==> src/rtl/control_unit.sv <==
// Multicycle Moore control FSM for the RISC-V datapath: decodes the IR and
// sequences every datapath control flag, one instruction at a time.
module control_unit (
  input  logic        clk,
  input  logic        reset,
  input  logic [31:0] instruction,
  input  logic        alu_zero,
  output logic        PCWrite,
  output logic        PCWriteCond,
  output logic        PCSource,
  output logic        ALUSrcA,
  output logic [1:0]  ALUSrcB,
  output logic [2:0]  ALUOp,
  output logic        LoadAOut,
  output logic        LoadRegA,
  output logic        LoadRegB,
  output logic        LoadMDR,
  output logic        IRWrite,
  output logic        RegWrite,
  output logic        MemToReg,
  output logic        DMemOp,
  output logic        IMemRead,
  output logic        halt,
  output logic [3:0]  state_out
);

  typedef enum logic [3:0] {
    S_FETCH      = 4'd0,
    S_FETCH_WAIT = 4'd1,
    S_DECODE     = 4'd2,
    S_EXEC_R     = 4'd3,
    S_EXEC_I     = 4'd4,
    S_MEM_ADDR   = 4'd5,
    S_MEM_RD     = 4'd6,
    S_LD_MDR     = 4'd7,
    S_LD_WB      = 4'd8,
    S_MEM_WR     = 4'd9,
    S_R_WB       = 4'd10,
    S_BRANCH     = 4'd11,
    S_BR_NT      = 4'd12,
    S_HALT       = 4'd15
  } state_t;

  localparam logic [6:0] OP_R      = 7'b0110011;
  localparam logic [6:0] OP_IMM    = 7'b0010011;
  localparam logic [6:0] OP_LOAD   = 7'b0000011;
  localparam logic [6:0] OP_STORE  = 7'b0100011;
  localparam logic [6:0] OP_BRANCH = 7'b1100011;

  localparam logic [2:0] ALU_ADD = 3'b001;
  localparam logic [2:0] ALU_SUB = 3'b010;
  localparam logic [2:0] ALU_AND = 3'b011;

  state_t state, next_state;

  logic [6:0] opcode;
  logic [2:0] funct3;
  logic [6:0] funct7;
  logic       is_add, is_sub, is_and, is_addi, is_ld, is_sd, is_beq;
  logic       unused_fields;

  assign opcode = instruction[6:0];
  assign funct3 = instruction[14:12];
  assign funct7 = instruction[31:25];
  // Register and immediate fields only matter to the datapath.
  assign unused_fields = ^{instruction[24:15], instruction[11:7]};

  assign is_add  = (opcode == OP_R) && (funct7 == 7'b0000000) && (funct3 == 3'b000);
  assign is_sub  = (opcode == OP_R) && (funct7 == 7'b0100000) && (funct3 == 3'b000);
  assign is_and  = (opcode == OP_R) && (funct7 == 7'b0000000) && (funct3 == 3'b111);
  assign is_addi = (opcode == OP_IMM) && (funct3 == 3'b000);
  assign is_ld   = (opcode == OP_LOAD) && (funct3 == 3'b011);
  assign is_sd   = (opcode == OP_STORE) && (funct3 == 3'b011);
  assign is_beq  = (opcode == OP_BRANCH) && (funct3 == 3'b000);

  always_ff @(posedge clk or negedge reset) begin
    if (!reset) state <= S_FETCH;
    else        state <= next_state;
  end

  always_comb begin
    next_state  = state;
    PCWrite     = 1'b0;
    PCWriteCond = 1'b0;
    PCSource    = 1'b0;
    ALUSrcA     = 1'b0;
    ALUSrcB     = 2'b00;
    ALUOp       = 3'b000;
    LoadAOut    = 1'b0;
    LoadRegA    = 1'b0;
    LoadRegB    = 1'b0;
    LoadMDR     = 1'b0;
    IRWrite     = 1'b0;
    RegWrite    = 1'b0;
    MemToReg    = 1'b0;
    DMemOp      = 1'b0;
    IMemRead    = 1'b0;
    halt        = 1'b0;
    state_out   = 4'd0;

    case (state)
      S_FETCH:      next_state = S_FETCH_WAIT;
      S_FETCH_WAIT: next_state = S_DECODE;
      S_DECODE: begin
        if (is_add || is_sub || is_and) next_state = S_EXEC_R;
        else if (is_addi)               next_state = S_EXEC_I;
        else if (is_ld || is_sd)        next_state = S_MEM_ADDR;
        else if (is_beq)                next_state = S_BRANCH;
        else                            next_state = S_HALT;
      end
      S_EXEC_R, S_EXEC_I: next_state = S_R_WB;
      S_MEM_ADDR: next_state = (opcode == OP_LOAD) ? S_MEM_RD : S_MEM_WR;
      S_MEM_RD:   next_state = S_LD_MDR;
      S_LD_MDR:   next_state = S_LD_WB;
      S_LD_WB, S_MEM_WR, S_R_WB, S_BR_NT: next_state = S_FETCH;
      S_BRANCH:   next_state = alu_zero ? S_FETCH : S_BR_NT;
      S_HALT:     next_state = S_HALT;
      default:    next_state = S_HALT;
    endcase

    // Outputs are held at zero for as long as reset is asserted.
    if (reset) begin
      state_out = state;
      case (state)
        S_FETCH:      IMemRead = 1'b1;
        S_FETCH_WAIT: IRWrite  = 1'b1;
        S_DECODE: begin
          LoadRegA = 1'b1;
          LoadRegB = 1'b1;
          ALUSrcB  = 2'b11;
          ALUOp    = ALU_ADD;
          LoadAOut = 1'b1;
        end
        S_EXEC_R: begin
          ALUSrcA  = 1'b1;
          ALUOp    = is_sub ? ALU_SUB : (is_and ? ALU_AND : ALU_ADD);
          LoadAOut = 1'b1;
        end
        S_EXEC_I, S_MEM_ADDR: begin
          ALUSrcA  = 1'b1;
          ALUSrcB  = 2'b10;
          ALUOp    = ALU_ADD;
          LoadAOut = 1'b1;
        end
        S_LD_MDR: LoadMDR = 1'b1;
        S_BRANCH: begin
          ALUSrcA     = 1'b1;
          ALUOp       = ALU_SUB;
          PCSource    = 1'b1;
          PCWriteCond = 1'b1;
        end
        S_HALT: halt = 1'b1;
        default: ;
      endcase

      // Every non-branch instruction retires through exactly one PC+4 state.
      if (state == S_R_WB || state == S_LD_WB || state == S_MEM_WR || state == S_BR_NT) begin
        ALUSrcB = 2'b01;
        ALUOp   = ALU_ADD;
        PCWrite = 1'b1;
      end
      if (state == S_R_WB || state == S_LD_WB) RegWrite = 1'b1;
      if (state == S_LD_WB)  MemToReg = 1'b1;
      if (state == S_MEM_WR) DMemOp   = 1'b1;
    end
  end

endmodule

==> config.mk <==
export PLATFORM = sky130hd
export DESIGN_NAME = control_unit
export DESIGN_NICKNAME = d
export VERILOG_FILES = /design/src/rtl/control_unit.sv
export SDC_FILE = /design/constraint.sdc
export NUM_CORES = 1
export LEC_CHECK = 0
export ABC_AREA = 1
export BUFFER_PORTS_ARGS = -buffer_cell sky130_fd_sc_hd__buf_2
export CAP_MARGIN = 10
export CORE_MARGIN = 5
export CORE_UTILIZATION = 36
export DETAILED_ROUTE_END_ITERATION = 8
export PLACE_DENSITY_LB_ADDON = 0.25
export SYNTH_ARGS = -nofsm -noshare
export SYNTH_HDL_FRONTEND = slang
export SYNTH_SLANG_ARGS = --single-unit
==> constraint.sdc <==
create_clock -name clk -period 1.6 [get_ports clk]
set_clock_uncertainty 0.1 [all_clocks]
set_input_delay 0.32 -clock clk [delete_from_list [all_inputs] [get_ports clk]]
set_output_delay 0.32 -clock clk [all_outputs]
set_load 0.01 [all_outputs]
Word level (Yosys, flattened, before mapping)
Cells that the tools add are included.

storage, ports and cells
  flip-flop bits (word level) = 4
  output and inout bits = 23

operators by class
  equality and inequality tests = 21
  muxes and demuxes = 40
  reduce and logical (&&, ||, !) cells = 24

operators by type and width
  kind                number
  $pmux 4 s9          1
  $eq 4x4->1 const B  6
  $mux 1              24
  $mux 4              6
  $eq 7x6->1 const B  3
  $eq 4x3->1 const B  4
  $reduce_or 4->1     3
  $logic_and 1x1->1   9
  $mux 3              3
  $eq 4x2->1 const B  2
  $mux 2              4
  $eq 7x2->1 const B  1
  $eq 7x5->1 const B  1
  $eq 7x7->1 const B  1
  $logic_not 7->1     1
  $logic_or 1x1->1    6
  $pmux 2 s3          1
  $eq 4x1->1 const B  1
  $logic_not 4->1     1
  $pmux 2 s2          1
  $reduce_or 2->1     2
  $eq 3x2->1 const B  1
  $eq 3x3->1 const B  1
  $logic_not 3->1     1
  $reduce_or 3->1     1

Longest topological paths before layout
  depth in word-level cells = 8
  mapped depth = 8
  mapped depth without buffers = 8

Worst setup path before layout
No wires, ideal clock.

  path kind = register to output
  start = register state[3]
  end = output ALUOp[0]
  arrival = 1.157 ns
  path slack = 0.023 ns
  stages on the path, launching flop included = 6
  buffers on the path = 0
  cells stage by stage = dfrtp_1 -> nor2_1 -> nand2_1 -> o21ai_0 -> o21ai_1 -> o22ai_1

on the way
  word-level cells in the longest chain between the ends = 6
  elaborated cells on any way between the ends = 16
  those cells by class = 9 x eq/ne; 3 x mux; 4 x reduce/logical

RTL lines
  element                                             line  RTL
  start: declaration                                  54    state_t state, next_state;
  start signal: assignment                            78    else state <= next_state;
  branches (longest 4 deep; another with $eq 4x2->1)  --
  $mux 3 (*)                                          157   if (state == S_R_WB || state == S_LD_WB || state == S_MEM_WR || state == S_BR_NT) begin
  $mux 3 (*)                                          122   if (reset) begin
  end: declaration                                    13    output logic [2:0] ALUOp,

Every way passes the cells marked *.

Worst setup path after layout
  start = register state[3]
  end = output ALUSrcA

on the way
  word-level cells in the longest chain between the ends = 4
  elaborated cells on any way between the ends = 7
  those cells by class = 4 x eq/ne; 2 x mux; 1 x reduce/logical

RTL lines
  element                             line  RTL
  $eq 4x3->1 (tied with other cells)  124   case (state)
  $reduce_or 4->1 (no line) (*)       --
  $mux 1 (*)                          124
  $mux 1 (*)                          122
  end: declaration                    11    output logic ALUSrcA,

Mark *: on every way between the ends. The rest lies on a longest branch, timed or not.

==> results.cfg <==
[timing]
setup_viol = 20
min_period_ns = 1.91
fmax_mhz = 524
layout_setup_ws_ns = -0.309
drv_slew = 0
finalHoldViolCount = 0
rsz0062_at_grt = true
finalCritPeriodShare = 1.19

[status]
failed_checks = negative setup slack
outcome = finished, violations left

[cts]
insertion_delay_ns = 0.25
clkSinkCount = 4
root_buffer = clkbuf_4
htreeDepth = 1
cts_buffer_depth = 2
cts_tree = yes
path_clk_slew_ns = 0.04
cts_buffers = 3

[power_and_ir_drop]
power_leakage_nw = 0.679
p_total_uw = 314
seq_power_share = 0.324
power_density_mw_per_mm2 = 259
p_comb_frac = 0.258
p_sw_uw = 88.4
power_frac_clock = 0.418
p_sw_frac = 0.282
power.internal_uw = 225
peakVddDrop_uv = 204

[detailed_routing]
routed-wl-met3_um = 133
initialDrtViolationCount = 24
drcViolationCount = 0
ant_nets = 0
wl_per_cell_um = 11.5
wl_mm = 2.43
met2_length_mm = 1.33
firstDrtPassIters = 4
vias_per_cell = 4.76
routed-via-count = 1005
met1_length_um = 924
highest_layer = met4

[setup_path]
slowest_delay_ns = 0.41
worst-path-buf-inv = 4
required_ns = 1.18
cp-start-kind = flip-flop
cp_cell_sequence = inv_2, nand2_4, buf_6, nor2_4, inv_2, a31oi_1, buf_2
critical_path_class = flip-flop to primary output
crit_top_cell = inv_2
worstPathMaxFanout = 4
cpMaxStageDelayCell = dfrtp_1
arrival_ns = 1.49
end_kind = primary output
critPathTopFamily = buffers and inverters

[placed_design]
routabilityCongestion = 0.894
io_buffers = 41
hpwl_mm = 1.71
dp_slack_ns = -0.165
dp.cells = 197

[layout]
fin_nets = 231
fillerInstances = 135
regMostFlops = state
area_growth_pct = 97.3
reg_top3 = state (4)
final_cells = 211
largest_reg_flops = 4
antenna_cells = 0
drive_gt1_frac = 0.541

[yosys]
synth_edf_count = 0
syn_inst = 121
synth-seq-area-share = 0.163
synth_area_sq_um = 613
synth-seq-cells = 4
post_synth_num_cell_types = 21
ys_warn_count = 0
syn-num-nets = 156
ys_dominant_reg_cell = dfrtp_1
avgSynthCellArea_sq_um = 5.07
synthArstFlopShare = 1.00

[grt]
antenna_found_initial = 0
grt_pass1_vias = 899
grt_remaining_overflow = 0
grt_pass1_wl_mm = 3.48
grt_max_degree = 11
grt.total_usage = 0.172

[floorplan]
die_y_um = 51.3
ios = 58
start_util = 0.367
core_sq_mm = 0.00167
die_area_sq_mm = 0.00263
num_rows = 15
die_w_um = 51.3

[run]
cap_viol_max_count = 0

[min_path]
hold_path.class = input pin to flip-flop
-- synthesized netlist by cell type (2+ instances only) --
cell type  count  share of area
a21oi_1        2          0.016
a31oi_1        2          0.020
buf_4          3          0.037
dfrtp_1        4           0.16
inv_1         18           0.11
nand2_1       29           0.18
nand3_1        8          0.065
nand4_1        3          0.031
nor2_1        33           0.20
nor3_1         5          0.041
o21ai_0        4          0.033
-- cells in the final DEF (no fill, tap or decap), drive strengths merged --
cell / count
buf: 73
nor2: 34
nand2: 29
inv: 19
nand3: 9
nor3: 5
o21ai: 5
dfrtp: 4
nand4: 3
clkbuf: 3
a31oi: 2
a21oi: 2
or2: 1
o21bai: 1
clkinv: 1
o22ai: 1
conb: 1
dlygate4sd3: 1
-- path summary, 6_finish.rpt --
path                       slack [ns]        to      from  cells past startpoint
setup / recovery                -0.31   ALUSrcA  state[3]                      7
hold / removal                   0.38  state[2]  alu_zero                      5
setup reg to reg                 0.01  state[1]  state[2]                      8
hold reg to reg                  0.61  state[0]  state[2]                      2
max in group asynchronous        0.64  state[1]     reset                      3
min in group asynchronous        0.56  state[2]     reset                      3
-- layout make-up --
cell class	instances	area [sq um]	area share
Multi-Input combinational cell	93	502	0.415
Timing Repair Buffer	74	485	0.401
Sequential cell	4	104	0.0858
Inverter	20	75.1	0.0620
Clock buffer	3	22.5	0.0186
Tap cell	17	21.3	0.0176
-- what timing repair did --
item                                    in CTS  in global routing
endpoints found under the setup margin      18                 22
hold buffers                                 1                  0
setup buffers                                4                  7
endpoints found under the hold margin        4                  0
gates resized for setup                     17                 28
pin swaps                                    4                  7
-- kinds of logic (layout without fill, tap and decap cells) --
group	count (synthesis)	after routing	synth area share
AOI/OAI and AO/OA	11	11	0.100
buffers and inverters	24	97	0.178
DFF	4	4	0.163
other	1	1	0.00612
and+or+nand+nor	81	81	0.553
-- worst reg2reg max path, cell delays in order, from the launching register on --
cell and delay, ns:
dfrtp_2 0.47, buf_4 0.16, buf_4 0.13, nand2_2 0.08, nor2_2 0.05, a31oi_1 0.19, o21ai_1 0.12, nor2_1 0.11
nand2_1 0.06
-- per-stage QoR --
step | util | setup TNS (ns) | area, sq um | hold slack [ns]
finish | 0.724 | -3.65 | 1210 | 0.376
CTS | 0.650 | -3.26 | 1090 | 0.384
global route | 0.724 | -5.28 | 1210 | 0.421
global placement | 0.581 | -0.276 | 971 | 0.218
floorplan | - | 0 | 613 | -0.0756
detailed placement | 0.581 | -0.370 | 971 | 0.222
-- power by group through the flow --
stage          clock network, mW  registers, mW  logic [mW]
2_1_floorplan                  0          0.103      0.0300
3_3_place_gp                   0          0.103      0.0746
3_5_place_dp                   0          0.103      0.0776
4_1_cts                    0.134          0.102      0.0801
5_1_grt                    0.142          0.102      0.0913
6_report                   0.131          0.102      0.0810
-- layer usage --
layer	track usage	vias to the layer above
met5	0	-
met4	0.0873	0
met3	0.00875	5
met2	0.330	41
met1	0.186	438
li1	-	521
Power figures use the tool's default switching activity.
